===== config.mk =====
export PLATFORM = sky130hd
export DESIGN_NAME = cache_assoc
export DESIGN_NICKNAME = d
export VERILOG_FILES = /design/src/rtl/cache_assoc.sv
export SDC_FILE = /design/constraint.sdc
export NUM_CORES = 2
export LEC_CHECK = 0
export CORE_ASPECT_RATIO = 1.4
export CORE_MARGIN = 5
export CORE_UTILIZATION = 50
export CTS_CLUSTER_DIAMETER = 40
export DETAILED_ROUTE_END_ITERATION = 10
export PLACE_DENSITY = 0.76
export SLEW_MARGIN = 10
export SYNTH_ARGS = -nofsm -noshare
export SYNTH_HDL_FRONTEND = slang
export SYNTH_SLANG_ARGS = --single-unit
export TNS_END_PERCENT = 1

===== constraint.sdc =====
create_clock -name clk_i -period 9.4 [get_ports clk_i]
set_input_delay 1.88 -clock clk_i [delete_from_list [all_inputs] [get_ports clk_i]]
set_output_delay 1.88 -clock clk_i [all_outputs]
set_load 0.01 [all_outputs]

===== src/rtl/cache_assoc.sv =====
// N-way set-associative write-back, write-allocate cache with round-robin replacement.
// A single FSM sequences lookup, multi-word write-back and multi-word refill.
module cache_assoc #(
    parameter int unsigned SET_WIDTH    = 2,
    parameter int unsigned OFFSET_WIDTH = 4,
    parameter int unsigned WAYS         = 2
) (
    input  logic        clk_i,
    input  logic        rst_ni,
    input  logic        req_valid_i,
    output logic        req_ready_o,
    input  logic        req_we_i,
    input  logic [31:0] req_addr_i,
    input  logic [31:0] req_wdata_i,
    input  logic [3:0]  req_be_i,
    output logic        resp_valid_o,
    output logic [31:0] resp_rdata_o,
    output logic        mem_req_o,
    output logic        mem_we_o,
    output logic [31:0] mem_addr_o,
    output logic [31:0] mem_wdata_o,
    input  logic        mem_ack_i,
    input  logic [31:0] mem_rdata_i
);

    localparam int unsigned TAG_WIDTH = 32 - SET_WIDTH - OFFSET_WIDTH;
    localparam int unsigned WORD_W    = OFFSET_WIDTH - 2;
    localparam int unsigned WORDS     = 1 << WORD_W;
    localparam int unsigned SETS      = 1 << SET_WIDTH;
    localparam int unsigned WAY_W     = (WAYS > 1) ? $clog2(WAYS) : 1;

    typedef enum logic [1:0] {S_IDLE, S_LOOKUP, S_WRITEBACK, S_REFILL} state_e;

    state_e               state_q, state_d;
    logic                 ready_q;
    logic [WORD_W-1:0]    word_q, word_d;
    logic [31:0]          addr_q;
    logic                 we_q;
    logic [31:0]          wdata_q;
    logic [3:0]           be_q;
    logic [WAY_W-1:0]     victim_q;
    logic                 from_ptr_q;

    logic                 valid_q [SETS][WAYS];
    logic                 dirty_q [SETS][WAYS];
    logic [TAG_WIDTH-1:0] tag_q   [SETS][WAYS];
    logic [31:0]          data_q  [SETS][WAYS][WORDS];
    logic [WAY_W-1:0]     ptr_q   [SETS];

    logic [TAG_WIDTH-1:0] req_tag;
    logic [SET_WIDTH-1:0] req_idx;
    logic [WORD_W-1:0]    req_word;
    logic                 hit, inv_found, vict_dirty, last_word;
    logic [WAY_W-1:0]     hit_way, inv_way, vict_way;
    logic                 accept, wr_hit, miss, wb_done, rf_wr, rf_done;
    logic                 unused_addr_lsb;

    assign unused_addr_lsb = ^{req_addr_i[1:0], addr_q[1:0]};

    assign req_tag   = addr_q[31 -: TAG_WIDTH];
    assign req_idx   = addr_q[OFFSET_WIDTH +: SET_WIDTH];
    assign req_word  = addr_q[2 +: WORD_W];
    assign last_word = (word_q == WORD_W'(WORDS - 1));
    assign req_ready_o = ready_q;

    // Tag match and victim choice (lowest invalid way, else the set's pointer)
    always_comb begin
        hit       = 1'b0;
        hit_way   = '0;
        inv_found = 1'b0;
        inv_way   = '0;
        for (int unsigned w = 0; w < WAYS; w++) begin
            if (valid_q[req_idx][w] && (tag_q[req_idx][w] == req_tag)) begin
                hit     = 1'b1;
                hit_way = WAY_W'(w);
            end
        end
        for (int unsigned i = 0; i < WAYS; i++) begin
            if (!valid_q[req_idx][WAYS-1-i]) begin
                inv_found = 1'b1;
                inv_way   = WAY_W'(WAYS - 1 - i);
            end
        end
        vict_way   = inv_found ? inv_way : ptr_q[req_idx];
        vict_dirty = valid_q[req_idx][vict_way] && dirty_q[req_idx][vict_way];
    end

    // Next-state and output decode; all outputs derive from registered state only
    always_comb begin
        state_d      = state_q;
        word_d       = word_q;
        resp_valid_o = 1'b0;
        resp_rdata_o = '0;
        mem_req_o    = 1'b0;
        mem_we_o     = 1'b0;
        mem_addr_o   = '0;
        mem_wdata_o  = '0;
        accept       = 1'b0;
        wr_hit       = 1'b0;
        miss         = 1'b0;
        wb_done      = 1'b0;
        rf_wr        = 1'b0;
        rf_done      = 1'b0;
        case (state_q)
            S_IDLE: begin
                if (req_valid_i && ready_q) begin
                    accept  = 1'b1;
                    state_d = S_LOOKUP;
                end
            end
            S_LOOKUP: begin
                if (hit) begin
                    resp_valid_o = 1'b1;
                    if (we_q) wr_hit = 1'b1;
                    else      resp_rdata_o = data_q[req_idx][hit_way][req_word];
                    state_d = S_IDLE;
                end else begin
                    miss    = 1'b1;
                    word_d  = '0;
                    state_d = vict_dirty ? S_WRITEBACK : S_REFILL;
                end
            end
            S_WRITEBACK: begin
                mem_req_o   = 1'b1;
                mem_we_o    = 1'b1;
                mem_addr_o  = {tag_q[req_idx][victim_q], req_idx, word_q, 2'b00};
                mem_wdata_o = data_q[req_idx][victim_q][word_q];
                if (mem_ack_i) begin
                    word_d = word_q + WORD_W'(1);
                    if (last_word) begin
                        wb_done = 1'b1;
                        state_d = S_REFILL;
                    end
                end
            end
            S_REFILL: begin
                mem_req_o  = 1'b1;
                mem_addr_o = {req_tag, req_idx, word_q, 2'b00};
                if (mem_ack_i) begin
                    rf_wr  = 1'b1;
                    word_d = word_q + WORD_W'(1);
                    if (last_word) begin
                        rf_done = 1'b1;
                        state_d = S_LOOKUP;
                    end
                end
            end
            default: state_d = S_IDLE;
        endcase
    end

    always_ff @(posedge clk_i or negedge rst_ni) begin
        if (!rst_ni) begin
            state_q    <= S_IDLE;
            ready_q    <= 1'b0;
            word_q     <= '0;
            addr_q     <= '0;
            we_q       <= 1'b0;
            wdata_q    <= '0;
            be_q       <= '0;
            victim_q   <= '0;
            from_ptr_q <= 1'b0;
            for (int unsigned s = 0; s < SETS; s++) begin
                ptr_q[s] <= '0;
                for (int unsigned w = 0; w < WAYS; w++) begin
                    valid_q[s][w] <= 1'b0;
                    dirty_q[s][w] <= 1'b0;
                end
            end
        end else begin
            state_q <= state_d;
            ready_q <= (state_d == S_IDLE);
            word_q  <= word_d;
            if (accept) begin
                addr_q  <= req_addr_i;
                we_q    <= req_we_i;
                wdata_q <= req_wdata_i;
                be_q    <= req_be_i;
            end
            if (miss) begin
                victim_q   <= vict_way;
                from_ptr_q <= !inv_found;
            end
            if (wr_hit)  dirty_q[req_idx][hit_way]  <= 1'b1;
            if (wb_done) dirty_q[req_idx][victim_q] <= 1'b0;
            if (rf_done) begin
                valid_q[req_idx][victim_q] <= 1'b1;
                dirty_q[req_idx][victim_q] <= 1'b0;
                if (from_ptr_q) begin
                    ptr_q[req_idx] <= (ptr_q[req_idx] == WAY_W'(WAYS - 1)) ? '0
                                      : ptr_q[req_idx] + WAY_W'(1);
                end
            end
        end
    end

    // Tag and data storage carry no reset; valid bits qualify them
    always_ff @(posedge clk_i) begin
        if (rf_done) tag_q[req_idx][victim_q] <= req_tag;
        if (rf_wr)   data_q[req_idx][victim_q][word_q] <= mem_rdata_i;
        if (wr_hit) begin
            for (int unsigned b = 0; b < 4; b++) begin
                if (be_q[b]) data_q[req_idx][hit_way][req_word][8*b +: 8] <= wdata_q[8*b +: 8];
            end
        end
    end

endmodule


==> flow_summary.toml <==
[detailed_routing]
routed_wl_um = 152100
avgRoutedWirePerCell_um = 31.44
drc_errors = 0
via_per_inst = 6.493
antenna_left = 0
num_vias = 31400
drt_first_iter_violations = 3440
dr.pass1.iters = 8

[cts]
root_buffer = "clkbuf_16"
cts_resized = 0
h-tree-depth = 4
clk_path_buf_depth = 3
cts.clk_slew.worst_paths_ns = 0.06
cts_buffers = 134
cts_tree = "done"
postCtsSetupBuffers = 0
clock_latency_ns = 0.77
cts_sinks = 1326
ctsHoldBuffers = 0

[setup_path]
required_ns = 7.52
r2r_slack_ns = 2.76
reg2reg_to = "data_q[1][64]$_DFFE_PP_"
worstPathMaxFanout = 92
setup.worst_path.start_class = "flop"
crit_start = "addr_q[4]$_DFFE_PN0P_"
path_delay_family = "buffers and inverters"
critPathArrivalTime_ns = 6.73
cpPeakStageDelay_ns = 0.82
crit_buf_inv = 3
r2r_cells = 10
slowest_stage = "and4_2"
crit_chain = "buf_12 > mux4_2 > a22o_1 > a2111oi_0 > o2111a_1 > and4_2 > buf_4 > mux2i_1 > mux2i_1 > a2111oi_0 > clkdlybuf4s50_1"
cp-end-kind = "output port"
crit_type = "flop to output port"
rr_startpoint = "addr_q[4]$_DFFE_PN0P_"

[cells_and_area]
register_area_sq_um = 39370
nFillCells = 8310
multi_input_area_sq_um = 17800
drive_gt1_frac = 0.3041
area.growth.synth_to_final_pct = 13.71
nets = 3346

[sta]
fin_crit_sh = 0.9158
setup_violations = 0
hold_slack_ns = 0.4631
drv_slew = 0
fmax_mhz = 116.2
hold_viol_final = 0
fin_worst_skew_ns = 0.03710
rsz0062_at_grt = "false"
relSlewSlack = 0.1353
tightest_slew_ns = 1.297
finalSetupTns_ns = 0
period_minus_slack_ns = 8.609

[power]
pwr-share-clk = 0.294
power_density_nw_per_um2 = 280.2
seqPwrFrac = 0.406
p_comb_frac = 0.300
switching_share = 0.3194
p_int_w = 0.01257
irDropWorstVdd_uv = 246.0
p_total_w = 0.01847
p_leak_nw = 21.22
switching_power_w = 0.005901

[floorplanning]
die-area_sq_um = 123000
die_w_um = 297.8
boundaryPins = 205
rows = 147
dieHeight_um = 412.9
core_area_sq_um = 115000
start_util = 0.5044

[yosys]
seq_area_frac_synth = 0.6786
ys_ff_latch = 1326
synth_ff_type = "edfxtp_1"
syn_inst = 3052
syn_avg_cell_area_sq_um = 19.00
syn_area_sq_um = 57980
yosysWarnings = 0
async_reset_ff_frac = 0.07089
synth_cell_types = 66
synth_edf_count = 1232

[global_routing]
track_usage = 0.2474
grt_pass1_vias = 32180
grt_pass1_wl_um = 221800
grt_max_degree = 93
antenna_found_initial = 4
grt_overflow = 0

[min_path]
hold_path_class = "flop to flop"
hold-path-cell-count = 1
worstHoldStart = "ptr_q[1]$_DFFE_PN0P_"
whs_endpoint = "ptr_q[1]$_DFFE_PN0P_"

[placed_design]
hpwlAfterDp_um = 100100
port_buffers = 200
place_congestion = 0.8234

[job]
cap_violations = 0

[status]
status = "completed"
-- power groups by stage --
stage	clock network, W	registers, W	logic, W
final	0.00544	0.00749	0.00554
after global routing	0.00574	0.00753	0.00583
after CTS	0.00549	0.00749	0.00554
after detailed placement	0	0.00761	0.00551
after global placement	0	0.00759	0.00547
after floorplan	0	0.00716	0.00387
-- registers in the layout, indices dropped and copies added, names as in the netlist --
name / count
we_q: 1
victim_q: 1
be_q: 4
from_ptr_q: 1
valid_q: 8
req_ready_o: 1
ptr_q: 4
state_q: 2
word_q: 2
dirty_q: 8
data_q: 1024
tag_q: 208
addr_q: 30
wdata_q: 32
-- cells in the final DEF, fill, tap and decap left out, types with 10 or more instances in the layout --
cell type / instances
o21ai_0: 31
nand4_1: 13
nand2_1: 164
xnor2_1: 38
inv_6: 12
clkinv_2: 15
and2_1: 16
nor4_4: 12
edfxtp_1: 1232
mux4_1: 14
mux2i_1: 65
buf_4: 35
mux2_2: 299
clkbuf_16: 140
nand3b_1: 12
a31oi_1: 25
clkinv_1: 11
or2_2: 10
clkdlybuf4s50_1: 199
bufinv_16: 10
nor2_1: 158
nor3_1: 10
mux2_1: 24
a21oi_1: 111
mux4_2: 403
clkbuf_1: 23
dfrtp_1: 87
nand3_2: 10
-- metal layers --
| layer | up-vias | wire length [um] | track usage |
|---|---|---|---|
| li1 | 12860 | - | - |
| met2 | 1734 | 79490 | 0.4341 |
| met1 | 16470 | 52170 | 0.3016 |
| met3 | 338 | 13750 | 0.05211 |
| met5 | - | 0 | 0 |
| met4 | 0 | 6641 | 0.1008 |
-- per-stage QoR --
| stage | instances | worst slack, ns | cell area, sq um | util |
|---|---|---|---|---|
| CTS | 4834 | 0.9084 | 65930 | 0.5735 |
| finish | 4836 | 0.7910 | 65940 | 0.5736 |
| global route | 4835 | 0.5352 | 65930 | 0.5736 |
| detailed placement | 4591 | 1.885 | 61410 | 0.5342 |
| floorplan | 3053 | 4.289 | 57990 | - |
| global placement | 4591 | 1.975 | 61410 | 0.5342 |
-- worst max path at each step --
stage / to / slack [ns] / depth (start not counted)
after floorplan: resp_rdata_o[30] / 4.29 / 11
final: resp_rdata_o[30] / 0.79 / 11
after detailed placement: resp_rdata_o[30] / 1.89 / 11
after global routing: resp_rdata_o[30] / 0.54 / 11
after CTS: resp_rdata_o[30] / 0.91 / 11
after global placement: resp_rdata_o[30] / 1.98 / 11
-- synth_stat cells, types with 5 or more instances --
master | number | area share
edfxtp_1 | 1232 | 0.64
mux4_2 | 403 | 0.16
mux2_2 | 299 | 0.058
nand2_1 | 167 | 0.011
nor2_1 | 166 | 0.011
clkbuf_1 | 115 | 0.0074
a21oi_1 | 111 | 0.0096
dfrtp_1 | 94 | 0.041
mux2i_1 | 65 | 0.011
xnor2_1 | 38 | 0.0057
buf_2 | 35 | 0.0030
o21ai_0 | 31 | 0.0027
a31oi_1 | 25 | 0.0027
mux2_1 | 24 | 0.0047
buf_1 | 22 | 0.0014
and2_1 | 16 | 0.0017
mux4_1 | 14 | 0.0063
nand4_1 | 13 | 0.0014
nand3b_1 | 12 | 0.0016
nor4_4 | 12 | 0.0044
buf_4 | 11 | 0.0014
nor3_1 | 11 | 0.00095
inv_1 | 10 | 0.00065
nand3_2 | 10 | 0.0017
or2_2 | 10 | 0.0011
or3_1 | 9 | 0.00097
xor2_1 | 9 | 0.0014
nor2b_1 | 8 | 0.00086
a211oi_1 | 5 | 0.00065
buf_6 | 5 | 0.00097
nand3_1 | 5 | 0.00043
-- layout make-up --
class | instances | area share
inverters | 13 | 0.0007401
repair buffers | 238 | 0.03528
diodes | 2 | 0.00007590
multi-input cells | 1524 | 0.2700
clock buffers | 171 | 0.05611
well taps | 1490 | 0.02827
clock inverters | 72 | 0.01243
flip-flops and latches | 1326 | 0.5971
-- kinds of logic after synthesis --
group | share of synthesized area
other | 0.00006467
multiplexers | 0.2368
AO/OA/AOI/OAI | 0.02104
XOR/XNOR | 0.007099
flip-flops | 0.6786
buffers and inverters | 0.01573
AND/OR/NAND/NOR | 0.03979
adder cells (fa/ha/maj) | 0.0008632
Power figures use the tool's default switching activity.
